[src/rtl/encoder_frame_ctrl_if.sv]
// Stream bundle for encoder_frame_ctrl: frame descriptor input, scrambled data
// input, and the output stream toward the convolutional encoder.
interface encoder_frame_ctrl_if #(
  parameter int WIDTH = 24,
  parameter int LEN_W = 12
);
  logic [LEN_W+3:0] cfg_tdata;
  logic             cfg_tvalid;
  logic             cfg_tready;

  logic [WIDTH-1:0] s_axis_tdata;
  logic             s_axis_tvalid;
  logic             s_axis_tready;

  logic [WIDTH-1:0] m_axis_tdata;
  logic [3:0]       m_axis_tuser;
  logic             m_axis_tvalid;
  logic             m_axis_tready;
  logic             m_axis_tlast;

  modport master (
    output cfg_tdata, cfg_tvalid,
    input  cfg_tready,
    output s_axis_tdata, s_axis_tvalid,
    input  s_axis_tready,
    input  m_axis_tdata, m_axis_tuser, m_axis_tvalid, m_axis_tlast,
    output m_axis_tready
  );

  modport slave (
    input  cfg_tdata, cfg_tvalid,
    output cfg_tready,
    input  s_axis_tdata, s_axis_tvalid,
    output s_axis_tready,
    output m_axis_tdata, m_axis_tuser, m_axis_tvalid, m_axis_tlast,
    input  m_axis_tready
  );
endinterface

[src/rtl/encoder_frame_ctrl.sv]
// Per-frame sequencer ahead of the convolutional encoder: emits the SIGNAL word,
// then forwards scrambled data words tagged with the frame rate until the padded end.
module encoder_frame_ctrl #(
  parameter int WIDTH = 24,
  parameter int LEN_W = 12
) (
  input  logic                 aclk,
  input  logic                 areset,
  encoder_frame_ctrl_if.slave  bus,
  output logic                 busy,
  output logic                 frame_done,
  output logic                 cfg_err
);

  localparam logic [3:0] RATE_6M  = 4'b1011;
  localparam logic [3:0] RATE_9M  = 4'b1111;
  localparam logic [3:0] RATE_12M = 4'b1010;
  localparam logic [3:0] RATE_18M = 4'b1110;
  localparam logic [3:0] RATE_24M = 4'b1001;
  localparam logic [3:0] RATE_36M = 4'b1101;
  localparam logic [3:0] RATE_48M = 4'b1000;
  localparam logic [3:0] RATE_54M = 4'b1100;

  typedef enum logic [1:0] {IDLE, CALC, SIGNAL, DATA} state_t;

  state_t           state;
  logic [3:0]       rate_q;
  logic [LEN_W-1:0] len_q;
  logic [15:0]      acc;
  logic [15:0]      remaining;
  logic [WIDTH-1:0] sig_q;

  logic [3:0]       cfg_rate;
  logic [LEN_W-1:0] cfg_len;
  logic [15:0]      need;
  logic [15:0]      acc_next;
  logic [WIDTH-1:0] sig_word;

  // Zero marks an unsupported rate code.
  function automatic logic [7:0] dbps_of(input logic [3:0] r);
    case (r)
      RATE_6M:  return 8'd24;
      RATE_9M:  return 8'd36;
      RATE_12M: return 8'd48;
      RATE_18M: return 8'd72;
      RATE_24M: return 8'd96;
      RATE_36M: return 8'd144;
      RATE_48M: return 8'd192;
      RATE_54M: return 8'd216;
      default:  return 8'd0;
    endcase
  endfunction

  assign cfg_rate = bus.cfg_tdata[LEN_W+3:LEN_W];
  assign cfg_len  = bus.cfg_tdata[LEN_W-1:0];
  assign need     = 16'd22 + 16'({len_q, 3'b000});
  assign acc_next = acc + 16'(dbps_of(rate_q));
  assign sig_word = WIDTH'({6'b0, ^{len_q, 1'b0, rate_q}, len_q, 1'b0, rate_q});

  // DATA is a combinational pass-through; other states present registered values.
  always_comb begin
    bus.cfg_tready    = (state == IDLE);
    busy              = (state != IDLE);
    bus.m_axis_tdata  = sig_q;
    bus.m_axis_tuser  = RATE_6M;
    bus.m_axis_tvalid = (state == SIGNAL);
    bus.m_axis_tlast  = 1'b0;
    bus.s_axis_tready = 1'b0;
    if (state == DATA) begin
      bus.m_axis_tdata  = bus.s_axis_tdata;
      bus.m_axis_tuser  = rate_q;
      bus.m_axis_tvalid = bus.s_axis_tvalid;
      bus.m_axis_tlast  = (remaining <= 16'(WIDTH));
      bus.s_axis_tready = bus.m_axis_tready;
    end
  end

  always_ff @(posedge aclk) begin
    if (areset) begin
      state      <= IDLE;
      rate_q     <= '0;
      len_q      <= '0;
      acc        <= '0;
      remaining  <= '0;
      sig_q      <= '0;
      frame_done <= 1'b0;
      cfg_err    <= 1'b0;
    end else begin
      frame_done <= 1'b0;
      cfg_err    <= 1'b0;
      unique case (state)
        IDLE: begin
          if (bus.cfg_tvalid) begin
            rate_q <= cfg_rate;
            len_q  <= cfg_len;
            acc    <= '0;
            if (dbps_of(cfg_rate) == 8'd0 || cfg_len == '0) cfg_err <= 1'b1;
            else                                            state   <= CALC;
          end
        end
        // Repeated addition stands in for ceil(need/N_DBPS)*N_DBPS, one symbol per cycle.
        CALC: begin
          acc <= acc_next;
          if (acc_next >= need) begin
            remaining <= acc_next;
            sig_q     <= sig_word;
            state     <= SIGNAL;
          end
        end
        SIGNAL: begin
          if (bus.m_axis_tready) begin
            sig_q <= '0;
            state <= DATA;
          end
        end
        DATA: begin
          if (bus.s_axis_tvalid && bus.m_axis_tready) begin
            remaining <= remaining - 16'(WIDTH);
            if (remaining <= 16'(WIDTH)) begin
              frame_done <= 1'b1;
              state      <= IDLE;
            end
          end
        end
      endcase
    end
  end

endmodule

[src/flat_wrapper.sv]
// flat-port wrapper written by rule: the top's interface ports become plain ports
module encoder_frame_ctrl_flat 
#(
  parameter int WIDTH = 24,
  parameter int LEN_W = 12
)
  (aclk, areset, busy, frame_done, cfg_err, bus_cfg_tdata, bus_cfg_tvalid, bus_cfg_tready, bus_s_axis_tdata, bus_s_axis_tvalid, bus_s_axis_tready, bus_m_axis_tdata, bus_m_axis_tuser, bus_m_axis_tvalid, bus_m_axis_tlast, bus_m_axis_tready);
  encoder_frame_ctrl_if #(.WIDTH(WIDTH), .LEN_W(LEN_W)) bus_i ();
  input  logic aclk;
  input  logic areset;
  output logic busy;
  output logic frame_done;
  output logic cfg_err;
  input wire logic [$bits(bus_i.cfg_tdata)-1:0] bus_cfg_tdata;
  input wire logic [$bits(bus_i.cfg_tvalid)-1:0] bus_cfg_tvalid;
  output wire logic [$bits(bus_i.cfg_tready)-1:0] bus_cfg_tready;
  input wire logic [$bits(bus_i.s_axis_tdata)-1:0] bus_s_axis_tdata;
  input wire logic [$bits(bus_i.s_axis_tvalid)-1:0] bus_s_axis_tvalid;
  output wire logic [$bits(bus_i.s_axis_tready)-1:0] bus_s_axis_tready;
  output wire logic [$bits(bus_i.m_axis_tdata)-1:0] bus_m_axis_tdata;
  output wire logic [$bits(bus_i.m_axis_tuser)-1:0] bus_m_axis_tuser;
  output wire logic [$bits(bus_i.m_axis_tvalid)-1:0] bus_m_axis_tvalid;
  output wire logic [$bits(bus_i.m_axis_tlast)-1:0] bus_m_axis_tlast;
  input wire logic [$bits(bus_i.m_axis_tready)-1:0] bus_m_axis_tready;
  assign bus_i.cfg_tdata = bus_cfg_tdata;
  assign bus_i.cfg_tvalid = bus_cfg_tvalid;
  assign bus_cfg_tready = bus_i.cfg_tready;
  assign bus_i.s_axis_tdata = bus_s_axis_tdata;
  assign bus_i.s_axis_tvalid = bus_s_axis_tvalid;
  assign bus_s_axis_tready = bus_i.s_axis_tready;
  assign bus_m_axis_tdata = bus_i.m_axis_tdata;
  assign bus_m_axis_tuser = bus_i.m_axis_tuser;
  assign bus_m_axis_tvalid = bus_i.m_axis_tvalid;
  assign bus_m_axis_tlast = bus_i.m_axis_tlast;
  assign bus_i.m_axis_tready = bus_m_axis_tready;
  encoder_frame_ctrl #(.WIDTH(WIDTH), .LEN_W(LEN_W)) u_core (.aclk(aclk), .areset(areset), .bus(bus_i), .busy(busy), .frame_done(frame_done), .cfg_err(cfg_err));
endmodule
[config.mk]
export PLATFORM = sky130hd
export DESIGN_NAME = encoder_frame_ctrl_flat
export DESIGN_NICKNAME = d
export VERILOG_FILES = /design/src/rtl/encoder_frame_ctrl_if.sv /design/src/rtl/encoder_frame_ctrl.sv /design/src/flat_wrapper.sv
export SDC_FILE = /design/constraint.sdc
export NUM_CORES = 1
export LEC_CHECK = 0
export ABC_CLOCK_PERIOD_IN_PS = 5300
export BUFFER_PORTS_ARGS = -buffer_cell sky130_fd_sc_hd__buf_2
export CORE_ASPECT_RATIO = 0.9
export CORE_MARGIN = 4
export CORE_UTILIZATION = 39
export CTS_CLUSTER_DIAMETER = 100
export DETAILED_ROUTE_END_ITERATION = 6
export GPL_TIMING_DRIVEN = 0
export PLACE_DENSITY_LB_ADDON = 0.1
export SYNTH_ARGS = -nofsm -noshare
export SYNTH_HDL_FRONTEND = slang
export SYNTH_SLANG_ARGS = --single-unit
[constraint.sdc]
create_clock -name aclk -period 5.3 [get_ports aclk]
set_clock_uncertainty 0.2 [all_clocks]
set_input_delay 1.59 -clock aclk [delete_from_list [all_inputs] [get_ports aclk]]
set_output_delay 1.59 -clock aclk [all_outputs]
set_load 0.02 [all_outputs]
==> out/qor.txt, run 1 <==
critical path type: reg -> reg
Crit path max-delay family: compound AO/OA/AOI/OAI gates
count leader, synth: dfxtp_1
commonest cells in the netlist: 72 x dfxtp_1, 64 x nand2_1, 56 x a21oi_1
initial antenna violation count: 0
Syn Nets: 607
DRC errors left: 0
most common flop cell mapped by yosys: dfxtp_1
fin cells: 772
final WL: 13.1 mm
htree depth: 3
Worst path depth: 14
top cells by area, synth: dfxtp_1 32%, ha_1 9.8%, a21oi_1 6.3%
placed cell count: 756
Clock Sinks: 72
mean routed wirelength per cell: 16.9 um
P&R area growth vs syn: 20.6%
Pwr Density: 376 nW/um^2
CTS Root Cell: clkbuf_16
status: finished, final reports clean
library cells used by synthesis: 66
Nets: 696
final hold viol count: 0
Yosys warning count: 0
Post-synth EDFFs: 0
cell count after synthesis: 526
layout cells sized above 1: 0.203
vias in the first global route: 3,959
Resize count post-CTS: 0
Worst Setup End Kind: register
transition time at the pin with the least slew margin: 713 ps
CTS clk-pin slew, worst paths: 60 ps
design area: 5370 um^2
Max Cap Violations: 0
Worst path max stage delay: 610 ps
CP Cell Sequence: ha_1 > and2_1 > a221oi_1 > nand3_1 > a21oi_1 > nand2b_1 > ha_1 > a21oi_1 > o21ai_1 > nor2b_1 > o31ai_2 > clkbuf_1 > o21bai_1 > a21oi_1
Seq cells post-synth: 72
Clock Latency Late Sink: 330 ps
Starting Density: 0.406
Hold WC Path Type: reg -> reg
# IOs: 80
CP required: 5290 ps
placed cell area: 5040 um^2
Tcrit/Tclk final: 0.847
Syn Area/Cell: 8.47 um^2
clk buf depth: 2
Max FO, Critical Path: 10
Detailed Place HPWL: 10.2 mm
cts hold-fix bufs: 0
gp weighted congestion: 0.881
CP max stage cell: o31ai_2
Worst slew margin: 0.525
pin count of the biggest net entering global routing: 13
WP buf/inv: 1
Max Transition Viols Final: 0
Port-buffer cells: 78
Worst Setup Start Kind: register
P_leak: 2.33 nW
Synth top area share: 0.323
Die Footprint: 13,200 um^2
endpoints failing setup: 0
Avg Vias per Cell: 5.51
Routed Antenna Nets: 0
Total GRT Usage: 0.204
Post-synth ARST share: 0
Overflow after GRT: 0
first-pass GRT wire length: 21.0 mm
Pre-antenna DRT Iters: 6
Peak VDD IR: 235 uV
Iteration-0 DRC Markers: 316
cell accounting for the most synthesized area: dfxtp_1
RSZ-0062 raised after global routing: false
chip width: 121 um
TritonCTS clock tree: done
Seq/Total Area, Yosys: 0.323
Core Region: 11,000 um^2
Die Y: 109 um
Via Count: 4,254
CTS Buf Count: 9
setup_tns: 0 ps
Ant. Diodes: 0
Worst EP arrival: 4480 ps
minimum clock period: 4490 ps
r2r worst-path depth: 14
Peak Freq: 223 MHz
Core Rows: 36
CP most frequent cell: a21oi_1
Setup Buffers After CTS: 0
Synth Cell Area: 4460 um^2
hold depth: 2
==> metal layers <==
metal / vias up / track usage / routed length (um)
met5: - / 0 / 0
met4: 0 / 0.0583 / 214
met2: 126 / 0.300 / 5500
li1: 2090 / - / -
met1: 2021 / 0.291 / 6480
met3: 17 / 0.0576 / 867
==> state kept, by name (all words and copies together) (netlist names), named ones only <==
signal and flops:
u_core.state 2, u_core.frame_done 1, u_core.acc 14, u_core.rate_q 4, u_core.sig_q 17, u_core.remaining 15, u_core.cfg_err 1, u_core.len_q 12
==> cells in the final DEF, fill, tap and decap left out, drive strengths merged, types with 8 or more instances in the layout <==
cell    count
buf        88
dfxtp      72
nand2      64
a21oi      56
ha         35
nor2       29
clkbuf     25
xnor2      22
inv        21
mux2       18
a22o       17
nor3       16
and2       14
o21ai      13
nand3      11
xor2        8
nand2b      8
==> per-stage QoR <==
stage | power [mW] | hold WS, ps | setup slack, ps | util
2_1_floorplan | 1.13 | 234 | 1540 | -
3_3_place_gp | 1.32 | 245 | 927 | 0.458
3_5_place_dp | 1.34 | 252 | 928 | 0.458
4_1_cts | 2.03 | 261 | 896 | 0.489
5_1_grt | 2.15 | 279 | 385 | 0.489
6_report | 2.02 | 259 | 811 | 0.489
==> power breakdown <==
| group | internal [mW] | total [mW] | switching (mW) |
|---|---|---|---|
| sequential | 0.584 | 0.643 | 0.0588 |
| combinational | 0.253 | 0.689 | 0.437 |
| clock | 0.458 | 0.689 | 0.231 |
| total | 1.29 | 2.02 | 0.727 |
==> cell type report <==
| type | count | area, um^2 |
|---|---|---|
| well taps | 152 | 190 |
| plain buffers | 25 | 105 |
| flip-flops and latches | 72 | 1440 |
| inverters | 21 | 78.8 |
| fillers | 1096 | 5620 |
| clock buffers | 10 | 229 |
| clock inverters | 6 | 108 |
| multi-input cells | 408 | 2830 |
| repair buffers | 78 | 390 |
==> worst min-delay path, delay by kind of cell, from the launching register on <==
family / cells / cell delay [ps]
AOI/OAI and AO/OA: 1 / 50
DFF: 1 / 310
and+or+nand+nor: 1 / 50
==> logic make-up (layout without fill, tap and decap cells) <==
family,count (synthesis),in the layout,synth area share
compound gates,145,145,0.222
xor+xnor,30,30,0.0590
fa+ha+maj,36,36,0.103
buf+inv,46,140,0.0413
flops,72,72,0.323
mux,22,22,0.0545
simple gates,175,175,0.197
==> final timing paths <==
kind,start,to,slack (ps)
worst max-delay path,u_core.acc[5],u_core.remaining[10],810
worst min-delay path,u_core.acc[2],u_core.acc[2],260
worst max register to register,u_core.acc[5],u_core.remaining[10],810
worst min register to register,u_core.acc[2],u_core.acc[2],260
(Power assumes the default switching activity.)
==> inputs of run 2 (changes only) <==
--- a/config.mk
+++ b/config.mk
@@ -5,7 +5,7 @@
 export SDC_FILE = /design/constraint.sdc
 export NUM_CORES = 1
 export LEC_CHECK = 0
-export ABC_CLOCK_PERIOD_IN_PS = 5300
+export ABC_CLOCK_PERIOD_IN_PS = 4150
 export BUFFER_PORTS_ARGS = -buffer_cell sky130_fd_sc_hd__buf_2
 export CORE_ASPECT_RATIO = 0.9
 export CORE_MARGIN = 4
==> constraint.sdc (replaced) <==
create_clock -name aclk -period 4.15 [get_ports aclk]
set_clock_uncertainty 0.2 [all_clocks]
set_input_delay 1.245 -clock aclk [delete_from_list [all_inputs] [get_ports aclk]]
set_output_delay 1.245 -clock aclk [all_outputs]
set_load 0.02 [all_outputs]
==> out/qor.txt, run 2 (synthesis results as in run 1) <==
Worst slew margin: 0.510
Clock Latency Late Sink: 330 ps
TritonCTS clock tree: done
Max FO, Critical Path: 10
transition time at the pin with the least slew margin: 735 ps
Max Transition Viols Final: 0
placed cell area: 5040 um^2
CTS Root Cell: clkbuf_16
r2r worst-path depth: 14
Die Footprint: 13,200 um^2
Die Y: 109 um
CTS clk-pin slew, worst paths: 60 ps
Hold WC Path Type: reg -> reg
Core Region: 11,000 um^2
FILL cells: 1,081
most common cell after layout, fill and taps aside: buf_2
Overflow after GRT: 0
Peak Freq: 253 MHz
Pwr Density: 478 nW/um^2
vias in the first global route: 3,959
critical path type: reg -> reg
design area: 5510 um^2
Max Cap Violations: 0
chip width: 121 um
mean routed wirelength per cell: 17.1 um
max FFs per register: 17
clk buf depth: 2
Starting Density: 0.406
reg2reg setup slack: 190 ps
Core Rows: 36
Routed Antenna Nets: 0
post-layout util: 0.501
final WL: 13.3 mm
Total GRT Usage: 0.205
Worst EP arrival: 3950 ps
Clock Power Share: 0.335
Nets: 701
minimum clock period: 3960 ps
layout cells sized above 1: 0.230
DRC errors left: 0
pin count of the biggest net entering global routing: 13
CTS Buf Count: 9
worst r2r dst: u_core.remaining[10]
Net Sw Power: 953 uW
gp weighted congestion: 0.881
Ant. Diodes: 0
status: finished, final reports clean
Biggest register: u_core.sig_q
sequential power share: 0.311
Detailed Place HPWL: 10.2 mm
Combinational Power Share: 0.354
Worst Hold End: u_core.remaining[13]
htree depth: 3
initial antenna violation count: 0
Worst Setup End Kind: register
P&R area growth vs syn: 23.6%
Avg Vias per Cell: 5.51
# IOs: 80
biggest regs: u_core.sig_q (17), u_core.remaining (15), u_core.acc (14)
Clock Sinks: 72
Min-Delay Startpoint: u_core.remaining[13]
P_leak: 2.40 nW
Port-buffer cells: 78
Peak VDD IR: 300 uV
Worst Setup Start Kind: register
Via Count: 4,281
Tcrit/Tclk final: 0.953
first-pass GRT wire length: 21.1 mm
CP required: 4140 ps
sw frac: 0.362
final hold viol count: 0
hold depth: 2
Pre-antenna DRT Iters: 5
endpoints failing setup: 0
most frequent cells in the layout: 80 x buf_2, 72 x dfxtp_1, 64 x nand2_1
Critical R2R Launch: u_core.acc[7]
Iteration-0 DRC Markers: 352
P_int: 1.68 mW
## run 2: cell types whose count changed in the layout (fill, tap and decap cells not counted), moves of 3 or more
cell,change
buf_4,+7
clkbuf_1,-3
xnor2_1,-3
clkbuf_2,+3
xnor2_2,+3
## run 2: worst max path at each step
| stage | cells after the start | from | slack, ps | endpoint |
|---|---|---|---|---|
| floorplan | 14 | register | 390 | u_core.sig_q[16] |
| global placement | 14 | register | -220 | u_core.remaining[10] |
| detailed placement | 14 | u_core.acc[5] | -220 | u_core.remaining[10] |
| CTS | 14 | u_core.acc[2] | 20 | u_core.sig_q[7] |
| global route | 14 | u_core.acc[7] | -2 | u_core.remaining[6] |
| finish | 14 | u_core.acc[7] | 190 | u_core.remaining[10] |
## run 2: final cells by class
class / instances / area, um^2 / area share
multi-input combinational: 408 / 2920 / 0.530
inverter: 21 / 78.8 / 0.0143
clock buffer: 10 / 229 / 0.0416
sequential: 72 / 1440 / 0.262
buffer: 25 / 115 / 0.0209
clock inverter: 6 / 108 / 0.0195
tap: 152 / 190 / 0.0345
timing repair buffer: 83 / 428 / 0.0777
## run 2: power by group through the flow
stage / logic [mW] / clock network [mW] / registers (mW)
2_1_floorplan: 0.635 / 0 / 0.804
4_1_cts: 0.895 / 0.896 / 0.819
6_report: 0.933 / 0.882 / 0.821
5_1_grt: 1.04 / 0.934 / 0.830
3_3_place_gp: 0.859 / 0 / 0.832
3_5_place_dp: 0.872 / 0 / 0.834
## run 2: metal layers
layer	vias up	global-route usage	part of all wire
met5	-	0	0
met4	0	0.0583	0.018
met3	18	0.0576	0.065
met2	117	0.302	0.42
met1	2042	0.294	0.49
li1	2104	-	-
## run 2: critical path: stages, from the launching register on
cell	delay, ps
dfxtp_1	330
ha_1	140
buf_2	200
o2111a_1	370
nand3_1	140
a311o_1	410
xnor2_2	300
ha_1	310
a21oi_1	150
o21a_1	170
nand2_1	120
o31ai_4	430
buf_2	320
o21bai_1	150
a21oi_1	80
## run 2: through the flow
step           TNS [ps]  setup WS [ps]  hold slack (ps)  std cells  power [mW]
3_3_place_gp      -3580           -223              245        756        1.69
2_1_floorplan         0            393              234        526        1.44
6_report              0            193              258        777        2.64
3_5_place_dp      -3520           -222              252        756        1.71
4_1_cts               0           16.9              261        772        2.61
5_1_grt           -2.49          -2.49              279        777        2.80
## run 2: repair_timing
action,4_1_cts,5_1_grt
hold buffers,0,0
pin swaps,0,3
gates cloned,0,0
gates resized for setup,7,17
setup endpoints to repair,23,43
buffers inserted,0,5
